## src/rtl/pivot_swap_if.sv

```systemverilog
// pivot_swap_if: command/result handshake and matrix RAM port of pivot_swap.
//   slave  : pivot_swap side (takes command and read data, drives result and RAM)
//   master : controller/RAM side
//   start, mxsize, col         - command pulse with matrix order and pivot column
//   busy, done                 - operation in progress / one-cycle completion
//   swapped, singular          - sign-flip flag / zero pivot or bad command
//   pivot_row, pivot_value     - selected row and its raw IEEE-754 word
//   ram_addr, ram_wdata, ram_we, ram_rdata - single-port RAM, 1-cycle read latency
interface pivot_swap_if #(
   parameter int ADDR_W = 10
);
   logic              start;
   logic [5:0]        mxsize;
   logic [4:0]        col;
   logic              busy;
   logic              done;
   logic              swapped;
   logic              singular;
   logic [4:0]        pivot_row;
   logic [31:0]       pivot_value;
   logic [ADDR_W-1:0] ram_addr;
   logic [31:0]       ram_wdata;
   logic              ram_we;
   logic [31:0]       ram_rdata;

   modport slave (
      input  start, mxsize, col, ram_rdata,
      output busy, done, swapped, singular, pivot_row, pivot_value,
             ram_addr, ram_wdata, ram_we
   );

   modport master (
      output start, mxsize, col, ram_rdata,
      input  busy, done, swapped, singular, pivot_row, pivot_value,
             ram_addr, ram_wdata, ram_we
   );
endinterface

```

## src/rtl/pivot_swap.sv

```systemverilog
// pivot_swap: partial-pivoting stage. Scans column k, rows k..n-1, of the
// matrix RAM for the largest magnitude, then swaps row k with the pivot row
// across columns k..n-1 when they differ.
//   clk   - single clock, rising edge
//   reset - asynchronous, active-low
//   bus   - pivot_swap_if.slave: command, result flags and RAM port
//
// state  | meaning
// IDLE   | waiting for start; done pulses here for one cycle after an op
// SCAN   | presenting (r,k) for r = k..n-1, comparing returned words
// SLAST  | last scan word returning
// DECIDE | singular / no-swap / swap decision
// RDA    | read (k,c)
// RDB    | read (p,c), capture A
// WRA    | write B to (k,c); B is the word returning this cycle
// WRB    | write A to (p,c); advance column or finish
// FIN    | single busy cycle for a rejected command
module pivot_swap #(
   parameter int ROW_STRIDE = 32,
   parameter int ADDR_W     = 10
) (
   input  logic        clk,
   input  logic        reset,
   pivot_swap_if.slave bus
);

   typedef enum logic [3:0] {
      S_IDLE, S_SCAN, S_SLAST, S_DECIDE, S_RDA, S_RDB, S_WRA, S_WRB, S_FIN
   } state_t;

   state_t      state_q, state_d;
   logic [5:0]  n_q, n_d;
   logic [4:0]  k_q, k_d;
   logic [4:0]  row_q, row_d;
   logic [4:0]  data_row_q, data_row_d;
   logic        rd_vld_q, rd_vld_d;
   logic [30:0] max_mag_q, max_mag_d;
   logic [4:0]  max_row_q, max_row_d;
   logic [31:0] max_word_q, max_word_d;
   logic [4:0]  col_q, col_d;
   logic [31:0] a_q, a_d;
   logic        busy_q, busy_d;
   logic        done_q, done_d;
   logic        swapped_q, swapped_d;
   logic        singular_q, singular_d;
   logic [4:0]  pivot_row_q, pivot_row_d;
   logic [31:0] pivot_value_q, pivot_value_d;

   logic [4:0]  last_row;
   assign last_row = 5'(n_q - 6'd1);

   function automatic logic [ADDR_W-1:0] addr_of(input logic [4:0] row, input logic [4:0] c);
      logic [31:0] lin;
      lin = 32'(row) * 32'(ROW_STRIDE) + 32'(c);
      return lin[ADDR_W-1:0];
   endfunction

   always_comb begin
      state_d       = state_q;
      n_d           = n_q;
      k_d           = k_q;
      row_d         = row_q;
      data_row_d    = data_row_q;
      rd_vld_d      = 1'b0;
      max_mag_d     = max_mag_q;
      max_row_d     = max_row_q;
      max_word_d    = max_word_q;
      col_d         = col_q;
      a_d           = a_q;
      busy_d        = busy_q;
      done_d        = 1'b0;
      swapped_d     = swapped_q;
      singular_d    = singular_q;
      pivot_row_d   = pivot_row_q;
      pivot_value_d = pivot_value_q;

      case (state_q)
         S_IDLE: begin
            // The done cycle is still IDLE; a start there is not taken.
            if (bus.start && !done_q) begin
               n_d           = bus.mxsize;
               k_d           = bus.col;
               row_d         = bus.col;
               max_mag_d     = '0;
               max_row_d     = bus.col;
               max_word_d    = '0;
               busy_d        = 1'b1;
               swapped_d     = 1'b0;
               singular_d    = 1'b0;
               pivot_row_d   = '0;
               pivot_value_d = '0;
               if ((bus.mxsize == 6'd0) || (bus.mxsize > 6'd32) ||
                   ({1'b0, bus.col} >= bus.mxsize)) begin
                  singular_d = 1'b1;
                  state_d    = S_FIN;
               end else begin
                  state_d = S_SCAN;
               end
            end
         end
         S_SCAN: begin
            rd_vld_d   = 1'b1;
            data_row_d = row_q;
            if (row_q == last_row) state_d = S_SLAST;
            else                   row_d   = row_q + 5'd1;
         end
         S_SLAST: state_d = S_DECIDE;
         S_DECIDE: begin
            pivot_row_d   = max_row_q;
            pivot_value_d = max_word_q;
            if (max_mag_q == '0) begin
               singular_d = 1'b1;
               state_d    = S_IDLE;
               busy_d     = 1'b0;
               done_d     = 1'b1;
            end else if (max_row_q == k_q) begin
               state_d = S_IDLE;
               busy_d  = 1'b0;
               done_d  = 1'b1;
            end else begin
               swapped_d = 1'b1;
               col_d     = k_q;
               state_d   = S_RDA;
            end
         end
         S_RDA: state_d = S_RDB;
         S_RDB: begin
            a_d     = bus.ram_rdata;
            state_d = S_WRA;
         end
         S_WRA: state_d = S_WRB;
         S_WRB: begin
            if (col_q == last_row) begin
               state_d = S_IDLE;
               busy_d  = 1'b0;
               done_d  = 1'b1;
            end else begin
               col_d   = col_q + 5'd1;
               state_d = S_RDA;
            end
         end
         S_FIN: begin
            state_d = S_IDLE;
            busy_d  = 1'b0;
            done_d  = 1'b1;
         end
         default: state_d = S_IDLE;
      endcase

      // Row k's word always seeds the maximum; later rows need strictly
      // larger magnitude so ties stay on the lower row.
      if (rd_vld_q && ((data_row_q == k_q) || (bus.ram_rdata[30:0] > max_mag_q))) begin
         max_mag_d  = bus.ram_rdata[30:0];
         max_row_d  = data_row_q;
         max_word_d = bus.ram_rdata;
      end
   end

   always_ff @(posedge clk or negedge reset) begin
      if (!reset) begin
         state_q       <= S_IDLE;
         n_q           <= '0;
         k_q           <= '0;
         row_q         <= '0;
         data_row_q    <= '0;
         rd_vld_q      <= 1'b0;
         max_mag_q     <= '0;
         max_row_q     <= '0;
         max_word_q    <= '0;
         col_q         <= '0;
         a_q           <= '0;
         busy_q        <= 1'b0;
         done_q        <= 1'b0;
         swapped_q     <= 1'b0;
         singular_q    <= 1'b0;
         pivot_row_q   <= '0;
         pivot_value_q <= '0;
      end else begin
         state_q       <= state_d;
         n_q           <= n_d;
         k_q           <= k_d;
         row_q         <= row_d;
         data_row_q    <= data_row_d;
         rd_vld_q      <= rd_vld_d;
         max_mag_q     <= max_mag_d;
         max_row_q     <= max_row_d;
         max_word_q    <= max_word_d;
         col_q         <= col_d;
         a_q           <= a_d;
         busy_q        <= busy_d;
         done_q        <= done_d;
         swapped_q     <= swapped_d;
         singular_q    <= singular_d;
         pivot_row_q   <= pivot_row_d;
         pivot_value_q <= pivot_value_d;
      end
   end

   // RAM port decoded straight from state so reset silences it immediately.
   // B is forwarded from the read port in WRA since it only arrives that cycle.
   always_comb begin
      bus.ram_addr  = '0;
      bus.ram_we    = 1'b0;
      bus.ram_wdata = '0;
      case (state_q)
         S_SCAN: bus.ram_addr = addr_of(row_q, k_q);
         S_RDA:  bus.ram_addr = addr_of(k_q, col_q);
         S_RDB:  bus.ram_addr = addr_of(max_row_q, col_q);
         S_WRA: begin
            bus.ram_addr  = addr_of(k_q, col_q);
            bus.ram_we    = 1'b1;
            bus.ram_wdata = bus.ram_rdata;
         end
         S_WRB: begin
            bus.ram_addr  = addr_of(max_row_q, col_q);
            bus.ram_we    = 1'b1;
            bus.ram_wdata = a_q;
         end
         default: ;
      endcase
   end

   assign bus.busy        = busy_q;
   assign bus.done        = done_q;
   assign bus.swapped     = swapped_q;
   assign bus.singular    = singular_q;
   assign bus.pivot_row   = pivot_row_q;
   assign bus.pivot_value = pivot_value_q;

endmodule

```

## src/flat_wrapper.sv

```systemverilog
// flat-port wrapper written by rule: the top's interface ports become plain ports
module pivot_swap_flat 
#(
   parameter int ROW_STRIDE = 32,
   parameter int ADDR_W     = 10
)
  (clk, reset, bus_start, bus_mxsize, bus_col, bus_ram_rdata, bus_busy, bus_done, bus_swapped, bus_singular, bus_pivot_row, bus_pivot_value, bus_ram_addr, bus_ram_wdata, bus_ram_we);
  pivot_swap_if #(.ADDR_W(ADDR_W)) bus_i ();
  input  logic clk;
  input  logic reset;
  input wire logic [$bits(bus_i.start)-1:0] bus_start;
  input wire logic [$bits(bus_i.mxsize)-1:0] bus_mxsize;
  input wire logic [$bits(bus_i.col)-1:0] bus_col;
  input wire logic [$bits(bus_i.ram_rdata)-1:0] bus_ram_rdata;
  output wire logic [$bits(bus_i.busy)-1:0] bus_busy;
  output wire logic [$bits(bus_i.done)-1:0] bus_done;
  output wire logic [$bits(bus_i.swapped)-1:0] bus_swapped;
  output wire logic [$bits(bus_i.singular)-1:0] bus_singular;
  output wire logic [$bits(bus_i.pivot_row)-1:0] bus_pivot_row;
  output wire logic [$bits(bus_i.pivot_value)-1:0] bus_pivot_value;
  output wire logic [$bits(bus_i.ram_addr)-1:0] bus_ram_addr;
  output wire logic [$bits(bus_i.ram_wdata)-1:0] bus_ram_wdata;
  output wire logic [$bits(bus_i.ram_we)-1:0] bus_ram_we;
  assign bus_i.start = bus_start;
  assign bus_i.mxsize = bus_mxsize;
  assign bus_i.col = bus_col;
  assign bus_i.ram_rdata = bus_ram_rdata;
  assign bus_busy = bus_i.busy;
  assign bus_done = bus_i.done;
  assign bus_swapped = bus_i.swapped;
  assign bus_singular = bus_i.singular;
  assign bus_pivot_row = bus_i.pivot_row;
  assign bus_pivot_value = bus_i.pivot_value;
  assign bus_ram_addr = bus_i.ram_addr;
  assign bus_ram_wdata = bus_i.ram_wdata;
  assign bus_ram_we = bus_i.ram_we;
  pivot_swap #(.ROW_STRIDE(ROW_STRIDE), .ADDR_W(ADDR_W)) u_core (.clk(clk), .reset(reset), .bus(bus_i));
endmodule
```

## config.mk

```make
export PLATFORM = sky130hd
export DESIGN_NAME = pivot_swap_flat
export DESIGN_NICKNAME = d
export VERILOG_FILES = /design/src/rtl/pivot_swap_if.sv /design/src/rtl/pivot_swap.sv /design/src/flat_wrapper.sv
export SDC_FILE = /design/constraint.sdc
export NUM_CORES = 1
export LEC_CHECK = 0
export CORE_MARGIN = 2
export CORE_UTILIZATION = 58
export CTS_CLUSTER_SIZE = 25
export DETAILED_ROUTE_END_ITERATION = 10
export PLACE_DENSITY = 0.92
export SKIP_LAST_GASP = 1
export SYNTH_ARGS = -nofsm -noshare
export SYNTH_HDL_FRONTEND = slang
export SYNTH_SLANG_ARGS = --single-unit
```

## constraint.sdc

```tcl
create_clock -name clk -period 7.77 [get_ports clk]
set_input_delay 1.1655 -clock clk [delete_from_list [all_inputs] [get_ports clk]]
set_output_delay 1.1655 -clock clk [all_outputs]
set_load 0.05 [all_outputs]
```

# Word-level counts from Yosys, hierarchy flattened
# Index checks and enable logic that the tools add are counted.
classes:
  eq_ne: 21
  n_reduce_logical: 27
  addsub: 6
  magnitude_cmp: 3
  mux: 46
ops:
  columns: ["operator", "n"]
  rows:
  - ["$pmux W32 S2", 2]
  - ["$mux W32", 3]
  - ["$mux W31", 3]
  - ["$mux W5", 8]
  - ["$pmux W4 S8", 1]
  - ["$gt A31 B31 Y1", 1]
  - ["$logic_not A31 Y1", 1]
  - ["$add A10 B5 Y10", 3]
  - ["$pmux W10 S3", 1]
  - ["$pmux W5 S2", 3]
  - ["$eq A5 B5 Y1", 4]
  - ["$eq A4 B3 Y1 const B", 4]
  - ["$mux W4", 4]
  - ["$mux W1", 15]
  - ["$reduce_and A4 Y1", 3]
  - ["$add A5 B1 Y5 const B", 2]
  - ["$reduce_bool A2 Y1", 5]
  - ["$eq A4 B2 Y1 const B", 2]
  - ["$ne A2 B1 Y1 const B", 4]
  - ["$ne A2 B2 Y1 const B", 4]
  - ["$reduce_and A2 Y1", 4]
  - ["$ge A5 B6 Y1", 1]
  - ["$gt A6 B6 Y1 const B", 1]
  - ["$logic_not A6 Y1", 1]
  - ["15 further kinds", 23]
word_totals:
  in_bits: 46
  output_inout_bits: 84
  word_cells: 120
  reg_bits: 171

# Longest topological paths before layout
depth:
  depth_word: 6
  mapped_depth: 10
  depth_no_buf: 8

# Worst setup path before layout
# Ideal clock, no wire load.
synth_timing:
  path_kind: "register -> output"
  start: "reg u_core.state_q[1]"
  end: "out bus_ram_addr[5]"
  n_path_buf: 2
  path_stages_with_launch: 7
  arrival_time_ps: 2268
  required_ps: 6605
  setup_slack_ps: 4336
  cell_sequence: "dfrtp_1 or4b_2 clkbuf_1 inv_1 buf_1 nand2_1 o21ai_0"
synth_via:
  elab_chain_len: 3
  elab_cells_between_ends: 8
  cone_classes: "eq/ne: 5; mux: 1; reduce/logical: 2"
synth_rtl:
  columns: ["element", "line", "source"]
  rows:
  - ["from (decl)", "pivot_swap.sv:31", "state_t state_q, state_d;"]
  - ["from (signal assigned)", "pivot_swap.sv:179", "state_q <= state_d;"]
  - ["$eq A4 B3 Y1", "pivot_swap.sv:205", "case (state_q)"]
  - ["$reduce_or A2 Y1 (no line)", null, null]
  - ["$pmux W10 S3 (*)", "pivot_swap.sv:205", null]
  - ["to (decl)", "flat_wrapper.sv:21", "output wire logic [$bits(bus_i.ram_addr)-1:0] bus_ram_addr;"]
# Every way passes the cells marked *; elsewhere a longest branch is shown, timed or not.

# Final worst setup path
layout_timing:
  start: "reg u_core.state_q[0]"
  end: "out bus_ram_addr[9]"
# Same word-level chain as after synthesis.

==> impl_results.md <==
- Status: finished clean
- Setup Buffers After CTS: 0
- Post-synthesis net count: 826
- Switching share of power: 0.453
- Finished Layout Cells: 1,037
- GRT Overall Usage: 0.312
- Hold EP: u_core.bus.pivot_value[25]
- Clock root cell: clkbuf_16
- Die width: 118 um
- Met1 usage: 0.415
- Max capacitance violation total: 0
- Die area: 14,000 um2
- LEAKAGE: 4.43 nW
- Synthesized netlist cell count: 741
- 1st-pass router iterations: 6
- Pins Over Slew Limit: 0
- Largest net degree at the start of global routing: 75
- Ratio of cells with drive above 1 in the final layout: 0.131
- Starting Density: 0.598
- Placed insts: 1,006
- Die Height: 118 um
- Core area: 12,700 um2
- Num CTS Buffers: 17
- Mapped Avg Cell Area: 10.2 um2
- Clock sink count: 140
- Hold crit path type: flip-flop to flip-flop
- Vias in the first global route: 6,444
- Setup TNS Final: 0 ns
- Worst Reg2Reg Path Length in Cells: 8
- Area Overhead vs Synth: 25.6%
- ANT cells: 0
- Reg2Reg Setup Slack: 4.50 ns
- Met3 Track Usage GR: 0.0642
- Startpoint Class: flip-flop
- Post-synthesis register bit count: 140
- Port bufs: 129
- Max clock buf depth: 2
- Synth async-reset ratio: 1.00
- Htree depth: 4
- FP Rows: 41
- Residual DRC: 0
- Worst slew margin: 0.231
- Int Pwr: 2.60 mW
- DP HPWL: 13,700 um
- Count of cell types in the netlist: 56
- Crit path DAT: 3.57 ns
- Peak supply drop: 0.297 mV
- Area occupied by multi-input gates: 3700 um2
- Most common cell after layout, fill and taps aside: dfrtp_1
- Skew final: 0.00676 ns
- Cts hold-fix bufs: 0
- Post-synth EDFFs: 0
- FF-to-FF End: u_core.max_row_q[1]
- Hold path depth: 2
- Slew @ Worst Pin: 1.15 ns
- Post-synth top flop: dfrtp_1
- Final GP Congestion: 0.885
- Nets: 938
- Fill count: 773
- GRT met2 Usage: 0.495
- Reg area: 3500 um2
- Crit Path Class: flip-flop to output pin
- Final worst-path setup slack: 3.03 ns
- 1st-iter DRT viols: 705
- RSZ-0062 raised after global routing: no
- Fin crit period: 4.74 ns
- CTS resizes: 0
- Clock share of power: 0.174
- Gr busiest metal: met2
- Critical path endpoint category: output pin
- CTS tree: done
- DR WL/cell: 20.4 um
- Sw power: 2.15 mW
- Pre-CTS WS: 3.31 ns
- Max Clk Rate: 211 MHz
- Hold_sp: u_core.bus.pivot_value[25]
- CP max FO: 16
- Gate power share: 0.538
- PwrDens: 500 nW/um2
- Grt ovf: 0
- Yosys warning count: 0
- R2R Path Start: u_core.max_word_q[26]
- Register share of total power: 0.288
- Commonest non-fill, non-tap cells in the layout: 140 x dfrtp_1, 128 x clkdlybuf4s50_1, 98 x nand2_1, 51 x o21ai_0
- Final WL: 21,200 um
- Latest clock arrival within the worst-skew pair: 0.42 ns
- Initial antenna violation count: 0
- Post-route ant nets: 0
- Final Cycle Share: 0.610
- # IOs: 130
- Via density: 6.19
- Mapped Area: 7570 um2
- Sequential share of the synthesized area: 0.463
- Hold Fails Final Rpt: 0
- First-pass GRT wire length: 34,300 um
- Final setup viols: 0
- Vias: 6,417
- Worst EP required: 6.60 ns
- Clk slew on worst S/H paths: 0.06 ns
==> final cells by class <==
type,instances,share of cell area
Sequential cell,140,0.368
Clock inverter,8,0.0121
Inverter,44,0.0174
Clock buffer,23,0.0503
Multi-Input combinational cell,515,0.389
Timing Repair Buffer,135,0.141
Tap cell,172,0.0226
==> per-stage QoR <==
stage | total power [mW] | hold WS (ns) | util | instance area (um2)
2_1_floorplan | 3.11 | 0.459 | - | 7570
3_3_place_gp | 3.76 | 0.462 | 0.704 | 8920
3_5_place_dp | 3.85 | 0.472 | 0.704 | 8920
4_1_cts | 4.73 | 0.485 | 0.751 | 9510
5_1_grt | 5.00 | 0.516 | 0.751 | 9510
6_report | 4.76 | 0.474 | 0.751 | 9510
==> layer usage <==
metal	wire, um	part of all wire
met1	8640	0.41
met3	1760	0.083
met4	587	0.028
met5	0	0
met2	10200	0.48
==> power groups by stage <==
stage / logic [mW] / registers [mW] / clock network [mW]
2_1_floorplan: 1.59 / 1.52 / 0
3_3_place_gp: 2.42 / 1.34 / 0
3_5_place_dp: 2.50 / 1.36 / 0
4_1_cts: 2.55 / 1.36 / 0.830
5_1_grt: 2.73 / 1.40 / 0.865
6_report: 2.56 / 1.37 / 0.827
==> worst max path at each step <==
| stage | from | to | slack (ns) | cells past startpoint |
|---|---|---|---|---|
| after floorplan | u_core.state_q[1] | bus_ram_addr[5] | 4.34 | 6 |
| after global placement | bus_ram_rdata[26] | u_core.max_word_q[3] | 3.40 | 8 |
| after detailed placement | bus_ram_rdata[30] | u_core.max_row_q[1] | 3.31 | 8 |
| after CTS | u_core.state_q[0] | bus_ram_addr[6] | 3.07 | 5 |
| after global routing | u_core.state_q[0] | bus_ram_addr[7] | 2.93 | 5 |
| final | u_core.state_q[0] | bus_ram_addr[9] | 3.03 | 5 |
==> registers in the layout (all words and copies together) (netlist names) <==
signal	cells
u_core.bus.done	1
u_core.bus.busy	1
u_core.state_q	4
u_core.bus.pivot_row	5
u_core.bus.swapped	1
u_core.rd_vld_q	1
u_core.max_row_q	5
u_core.max_word_q	32
u_core.row_q	5
u_core.n_q	5
u_core.data_row_q	5
u_core.bus.pivot_value	32
u_core.bus.singular	1
u_core.a_q	32
u_core.col_q	5
u_core.k_q	5
==> critical path, stage by stage, from the launching register on <==
cell and delay (ns):
dfrtp_1 0.64, or4b_2 0.84, inv_1 0.51, nand2_1 0.14, o21ai_0 0.15, clkdlybuf4s50_1 0.86
==> logic make-up (layout without fill, tap and decap cells) <==
group,Yosys count,in the layout,share of synthesized area
compound gates,158,158,0.139
simple gates,222,222,0.134
buf+inv,86,210,0.0502
mux,78,78,0.128
flops,140,140,0.463
fa+ha+maj,39,39,0.0645
xor+xnor,18,18,0.0208
==> synth_stat cells (3+ instances only) <==
cell type,count,area share
dfrtp_1,140,0.46
nand2_1,98,0.049
o21ai_0,51,0.034
nor2_1,46,0.023
a22o_1,44,0.051
inv_1,44,0.022
mux2_2,40,0.059
ha_1,39,0.064
a21oi_1,30,0.020
clkbuf_1,30,0.015
mux2_4,28,0.056
nand3_1,16,0.011
nor3_1,14,0.0093
xor2_1,11,0.013
mux2i_1,9,0.012
nand2b_1,8,0.0066
buf_1,7,0.0035
nand4_1,7,0.0058
nor4_1,7,0.0058
xnor2_1,7,0.0081
nor2b_1,5,0.0041
a21o_1,3,0.0030
and2_1,3,0.0025
and3_1,3,0.0025
buf_12,3,0.0079
o2bb2ai_1,3,0.0035
o31ai_1,3,0.0030
or3_1,3,0.0025
Note: power is estimated with default switching activity, not from simulation.
